[config.mk]
export PLATFORM = sky130hd
export DESIGN_NAME = rr_arb_mux
export DESIGN_NICKNAME = d
export VERILOG_FILES = /design/src/rtl/rr_arb_mux.sv
export SDC_FILE = /design/constraint.sdc
export NUM_CORES = 1
export LEC_CHECK = 0
export CORE_UTILIZATION = 33
export DETAILED_ROUTE_END_ITERATION = 6
export HOLD_SLACK_MARGIN = 0.1
export PLACE_DENSITY_LB_ADDON = 0.1
export RECOVER_POWER = 50
export SYNTH_ARGS = -nofsm -noshare
export SYNTH_HDL_FRONTEND = slang
export SYNTH_SLANG_ARGS = --single-unit
[constraint.sdc]
create_clock -name clk -period 2.1 [get_ports clk]
set_input_delay 0.42 -clock clk [delete_from_list [all_inputs] [get_ports clk]]
set_output_delay 0.42 -clock clk [all_outputs]
set_load 0.01 [all_outputs]
[src/rtl/rr_arb_mux.sv]
// rr_arb_mux: CH-channel arbiter and data mux into a single registered output stage.
// Arbitration is either fixed priority (lowest index wins) or round-robin from a rotating pointer.
// The output register accepts a new word whenever it is empty or being drained,
// which gives one word per cycle under continuous traffic.
module rr_arb_mux #(
    parameter int N  = 32,
    parameter int CH = 4,
    localparam int SW = (CH > 1) ? $clog2(CH) : 1
) (
    input  logic            clk,
    input  logic            rst,
    input  logic [CH*N-1:0] in_data,
    input  logic [CH-1:0]   in_valid,
    output logic [CH-1:0]   in_ready,
    input  logic            mode,
    output logic [N-1:0]    out_data,
    output logic            out_valid,
    input  logic            out_ready,
    output logic [SW-1:0]   out_sel
);

    logic [SW-1:0] ptr;
    logic          load;
    logic [CH-1:0] hi_valid;
    logic [CH-1:0] search;
    logic [CH-1:0] grant;
    logic [SW-1:0] gidx;
    logic [N-1:0]  gdata;
    logic          found;

    assign load     = !out_valid || out_ready;
    assign in_ready = (load && !rst) ? grant : '0;

    // Pick the granted channel: in round-robin mode prefer channels at or above ptr,
    // falling back to the lowest valid channel (the wrap); in fixed mode just the lowest.
    always_comb begin
        hi_valid = '0;
        grant    = '0;
        gidx     = '0;
        gdata    = '0;
        found    = 1'b0;
        for (int i = 0; i < CH; i++) begin
            if (mode && (i >= int'(ptr))) begin
                hi_valid[i] = in_valid[i];
            end
        end
        search = (|hi_valid) ? hi_valid : in_valid;
        for (int i = 0; i < CH; i++) begin
            if (search[i] && !found) begin
                found    = 1'b1;
                grant[i] = 1'b1;
                gidx     = SW'(i);
                gdata    = in_data[i*N +: N];
            end
        end
    end

    // Output register and round-robin pointer update.
    always_ff @(posedge clk) begin
        if (rst) begin
            out_valid <= 1'b0;
            out_data  <= '0;
            out_sel   <= '0;
            ptr       <= '0;
        end else if (load) begin
            if (found) begin
                out_valid <= 1'b1;
                out_data  <= gdata;
                out_sel   <= gidx;
                if (mode) begin
                    ptr <= (gidx == SW'(CH - 1)) ? '0 : gidx + 1'b1;
                end
            end else begin
                out_valid <= 1'b0;
            end
        end
    end

endmodule

* Word level (Yosys, flattened, before mapping)
Index checks and enable logic that the tools add are counted.
Operators by class: add/subtract/negate cells 1, magnitude comparators 3, reduce and logical (&&, ||, !) cells 16, equal/unequal tests 1, mux-type cells 22
Operators by type and width (number):
- $mux 32 | 4
- $mux 1 | 13
- $mux 4 | 2
- $logic_and 1x1->1 | 7
- $mux 2 | 3
- $logic_not 1->1 | 5
- $ge 1x2->1 const A | 2
- $reduce_or 4->1 | 1
- $reduce_and 3->1 | 1
- $add 2x1->2 const B | 1
- $eq 2x2->1 const B | 1
- $ge 2x2->1 const A | 1
- $reduce_and 2->1 | 1
- $logic_or 1x1->1 | 1
Word-level totals: register bits 37, logic and storage cells 47, output and inout bits 39, input port bits 136

* Longest topological paths before layout
word-level depth 17, depth in mapped cells 9, mapped depth without buffers 5

* Least setup slack after synthesis
No wires, ideal clock.
kind input -> output, from input port in_valid[2], to output port in_ready[0], data arrival time 1.782 ns, cell stages on the path 7, slack -0.102 ns, cell sequence buf_2 -> o21a_1 -> o221ai_1 -> buf_2 -> nand2_1 -> clkbuf_1 -> nor3_1
On the way: word-level cells in the longest chain between the ends 5
Ends and longest elaborated chain:
- start: declaration | RTL line 13 | input logic [CH-1:0] in_valid,
- $mux 1 | RTL line 43 | if (mode && (i >= int'(ptr))) begin
- $reduce_or 4->1 | RTL line 47 | search = (|hi_valid) ? hi_valid : in_valid;
- $mux 4 | RTL line 47
- $mux 1 | RTL line 49 | if (search[i] && !found) begin
- $mux 4 | RTL line 32 | assign in_ready = (load && !rst) ? grant : '0;
- end: declaration | RTL line 14 | output logic [CH-1:0] in_ready,
Every way passes these cells.

* Final worst setup path
from input port in_valid[1], to output port in_ready[3]
On the way: word-level cells in the longest chain between the ends 14
Ends and longest elaborated chain (RTL line):
- $mux 1 | 43
- $reduce_or 4->1 | 47
- $mux 4 * | 47
- $mux 1 | 49
- $logic_not 1->1 | 49
- $logic_and 1x1->1 | 49
- $mux 1 | 49
- $logic_not 1->1 | 49
- $logic_and 1x1->1 | 49
- $mux 1 | 49
- $logic_not 1->1 | 49
- $logic_and 1x1->1 * | 49
- $mux 1 * | 49
- $mux 4 * | 32
Mark *: on every way between the ends. The rest lies on a longest branch, timed or not.

==> results <==
- The run finished, with violations left.
- The checks that failed: design-rule violations.
- By area the synthesized netlist is led by sky130_fd_sc_hd__dfxtp_1 (28%), sky130_fd_sc_hd__a222oi_1 (12%), sky130_fd_sc_hd__a311oi_1 (8.6%).
- The logic gate share of total power is 41.4%.
- The delay contributed by the slowest stage of the critical path is 400 ps.
- Ranked by instance count, the synthesized netlist is headed by sky130_fd_sc_hd__dfxtp_1 (37), sky130_fd_sc_hd__a21oi_1 (34), sky130_fd_sc_hd__a222oi_1 (32).
- The placed instances occupy a cell area of 4600 um2.
- The post-synthesis cell type count is 45.
- The main flop type after synthesis is sky130_fd_sc_hd__dfxtp_1.
- Global routing used 24.9% of the available tracks.
- After routing the design area is 4860 um2.
- The number of max-slew violations in the final report is 0.
- The internal power is 1770 uW.
- STA classifies the critical path endpoint as an output pin.
- Summed over its instances, the top area cell type makes up 27.9% of the synthesized netlist area.
- The initial antenna violation count came to 0.
- The clock edge transition at the registers on the reported setup and hold paths is 70 ps.
- In the finished design, the share of the clock period the worst path needs comes to 98.0%.
- Along the worst path, the maximum fanout reaches 4.
- The clock reaches the later pin of the worst-skew pair after 300 ps.
- The port buffer count is 174.
- For the worst setup path, the data arrival time is 1640 ps.
- The number of cells on the worst hold path is 2.
- The die is 91.7 um wide.
- The count of max-cap constraint violations is 0.
- Entering global routing, the biggest net connects 47 pins.
- The number of clock buffers added by TritonCTS is 5.
- The final count of hold timing violations was 0.
- The first global-routing pass estimated 16.8 mm of wire.
- Net switching is 29.9% of the power.
- In this run the standard cell core region covers 7770 um2.
- The worst-case clock skew is 13.7 ps.
- The worst path needs 2060 ps of the cycle, external delays included.
- By instance count, the leading cell after synthesis is sky130_fd_sc_hd__dfxtp_1.
- The total power per unit cell area is 520 nW/um2.
- The routed layout has 3413 vias.
- The critical path startpoint is in_valid[1].
- The die covers 8400 um2.
- The total net switching power is 756 uW.
- The data required time of the worst path is 1680 ps.
- The number of design-rule violations left by the first detailed-router iteration is 280.
- The first detailed-routing pass took 7 iterations.
- For this configuration, the core starts out at a cell density of 34.1%.
- In this run the critical register-to-register path is launched from ptr[0]$_SDFFE_PP0P_.
- In this run the worst hold path is classified as register to register.
- The startpoint identified for the worst hold timing path is out_sel[1]$_SDFFE_PP0P_.
- Synthesis produced a netlist with a net count of 445.
- The number of buffers on the longest clock path is 2.
- The worst slack at placement is -603 ps.
- The actual slew at the worst max-slew pin is 505 ps.
- The final sum of negative setup slack is 0 ps.
- The ratio of cells with drive above 1 in the final layout is 17.8%.
- Relative to the synthesized area, the layout overhead comes to 83.3%.
- The final number of setup-violating endpoints is 0.
- During I/O placement, the number of pins put on the boundary was 175.
- For this run, asynchronously set or reset flops after synthesis account for 0%.
- The worst supply voltage drop on vdd is 0.259 mV.
- Sequential cells were found to cover 27.9% of the synthesized design area.
- The tightest hold margin is 480 ps.
- The cell accounting for the most synthesized area is sky130_fd_sc_hd__dfxtp_1.
- The worst register-to-register path has a setup slack of 140 ps.
- The analysis attributes to cell leakage a power of 0.00186 uW.
- The maximum level of the CTS H-tree is 2.
- Among all stages on the critical path, the largest delay is contributed by sky130_fd_sc_hd__or3_4.
- In the final design database the tool counted 624 nets.
- The netlist area before placement is 2650 um2.
- In the final routed layout, each cell accounts on average for 18.5 um.
- From bottom edge to top edge, the die measures 91.7 um.
- The startpoint-to-endpoint class of the critical path is input pin to output pin.
- Static timing analysis puts the maximum clock frequency at 486 MHz.
- In this run the core area contains 32 standard-cell rows.
- For the worst flop-to-flop path, the logic depth is 8.
- Routability-driven placement finished with a final weighted congestion of 0.910.
- TritonCTS built the clock tree.
- The detail route stage leaves a number of antenna-violating nets equal to 0.
- The sink of the worst hold path is out_sel[1]$_SDFFE_PP0P_.
- Setup repair after global routing could not meet its margin everywhere.
- The number of enable-type register cells in the synthesized netlist is 0.
- The aggregate global routing overflow is 0.
- Using the TritonRoute via totals, the vias-per-cell ratio works out to 5.77.
- Counting every sink on the clock net gives 37.
- The via count of the first global-routing pass is 3290.
- STA classifies the critical path startpoint as an input pin.
- In the routed design, unresolved DRC markers number 8.
- The tree is rooted in a sky130_fd_sc_hd__clkbuf_8.
- Per report_power, the sequential group accounts for 32.8% of the total.
- The number of buffers inserted for hold repair after clock tree synthesis is 0.
- The clock network accounts for 25.9% of the total power.
- The synthesized design contains 37 register bits.
- 0 antenna diodes ended up in the layout.
- The post-detailed-placement half-perimeter wirelength is 7.59 mm.
- Summed over all layers, the routed wires come to 10.9 mm.
- The remaining max-slew budget at the tightest pin is 66.3%.
- The mean instance size in the synthesized netlist is 8.58 um2.
- Synthesis produced a netlist whose cell count is 309.
- Setup slack on the critical path of the routed design comes to 41.6 ps.
- The Yosys warning count is 0.
- Traced cell by cell, the critical path runs through dlygate4sd2_1 > buf_4 > or3_4 > o2bb2ai_4 > and2_4 > buf_2.
- The capture instance of the worst register-to-register path is out_data[17]$_SDFFE_PP0P_.
-- cell type report --
| type | instances | area [um2] |
|---|---|---|
| fill | 699 | 2910 |
| timing repair buffer | 216 | 2080 |
| multi-input combinational | 211 | 1730 |
| sequential | 37 | 743 |
| tap | 102 | 128 |
| clock buffer | 7 | 86.3 |
| inverter | 17 | 63.8 |
| clock inverter | 1 | 30.0 |
-- routing by layer --
layer / share of wire, % / vias to the layer above / track usage (%)
met5: 0 / - / 0
met4: 2.7 / 0 / 8.60
met3: 6.9 / 22 / 4.98
met2: 50 / 153 / 43.6
met1: 41 / 1621 / 30.2
li1: - / 1617 / -
-- worst max path at each step --
stage                                          end  slack [ps]  cells past startpoint
after floorplan                        in_ready[0]           2                      7
after global placement                 in_ready[3]        -590                      6
after detailed placement               in_ready[1]        -600                      6
after CTS                              in_ready[1]           8                      6
after global routing      out_data[4]$_SDFFE_PP0P_         -10                     10
final                                  in_ready[3]          40                      6
-- stage by stage --
stage / util (%) / instances / total power [uW]
after floorplan: - / 309 / 1310
after global placement: 59.2 / 579 / 1860
after detailed placement: 59.2 / 579 / 1870
after CTS: 61.3 / 587 / 2540
after global routing: 62.6 / 591 / 2650
final: 62.6 / 591 / 2530
-- critical path, delay by kind of cell --
kind	cells	cell delay, ps
AND/OR/NAND/NOR	2	560
buffers and inverters	3	520
AO/OA/AOI/OAI	1	140
-- placed cells by master, fill, tap and decap left out, drive strengths merged, types with 4 or more instances in the layout --
cell	count
a311oi	34
nor2	4
a21oi	34
buf	44
dlygate4sd2	4
o21bai	18
a311o	14
clkbuf	10
clkdlybuf4s50	129
nand2b	4
o21ai	21
inv	17
dfxtp	37
dlygate4sd3	35
nand2	17
a222oi	32
-- repair_timing --
| action | 4_1_cts | 5_1_grt |
|---|---|---|
| pin swaps | 4 | 10 |
| gates cloned | 0 | 2 |
| resized for setup | 28 | 20 |
| setup buffers | 0 | 3 |
| hold endpoints to repair | 0 | 0 |
| setup endpoints to repair | 40 | 32 |
-- registers in the layout (all words and copies together), names as in the netlist --
signal,count
out_data,32
out_sel,2
out_valid,1
ptr,2
-- power groups by stage --
stage               logic, uW  clock network (uW)  registers, uW
floorplan                 434                   0            879
global placement         1020                   0            843
detailed placement       1030                   0            845
CTS                      1040                 667            831
global route             1120                 696            839
finish                   1050                 654            828
-- kinds of logic after synthesis --
family	count (synthesis)	share of synthesized area, %
compound gates	170	53.3
buf+inv	61	10.8
simple gates	41	7.92
flops	37	27.9
(Power assumes the default switching activity.)
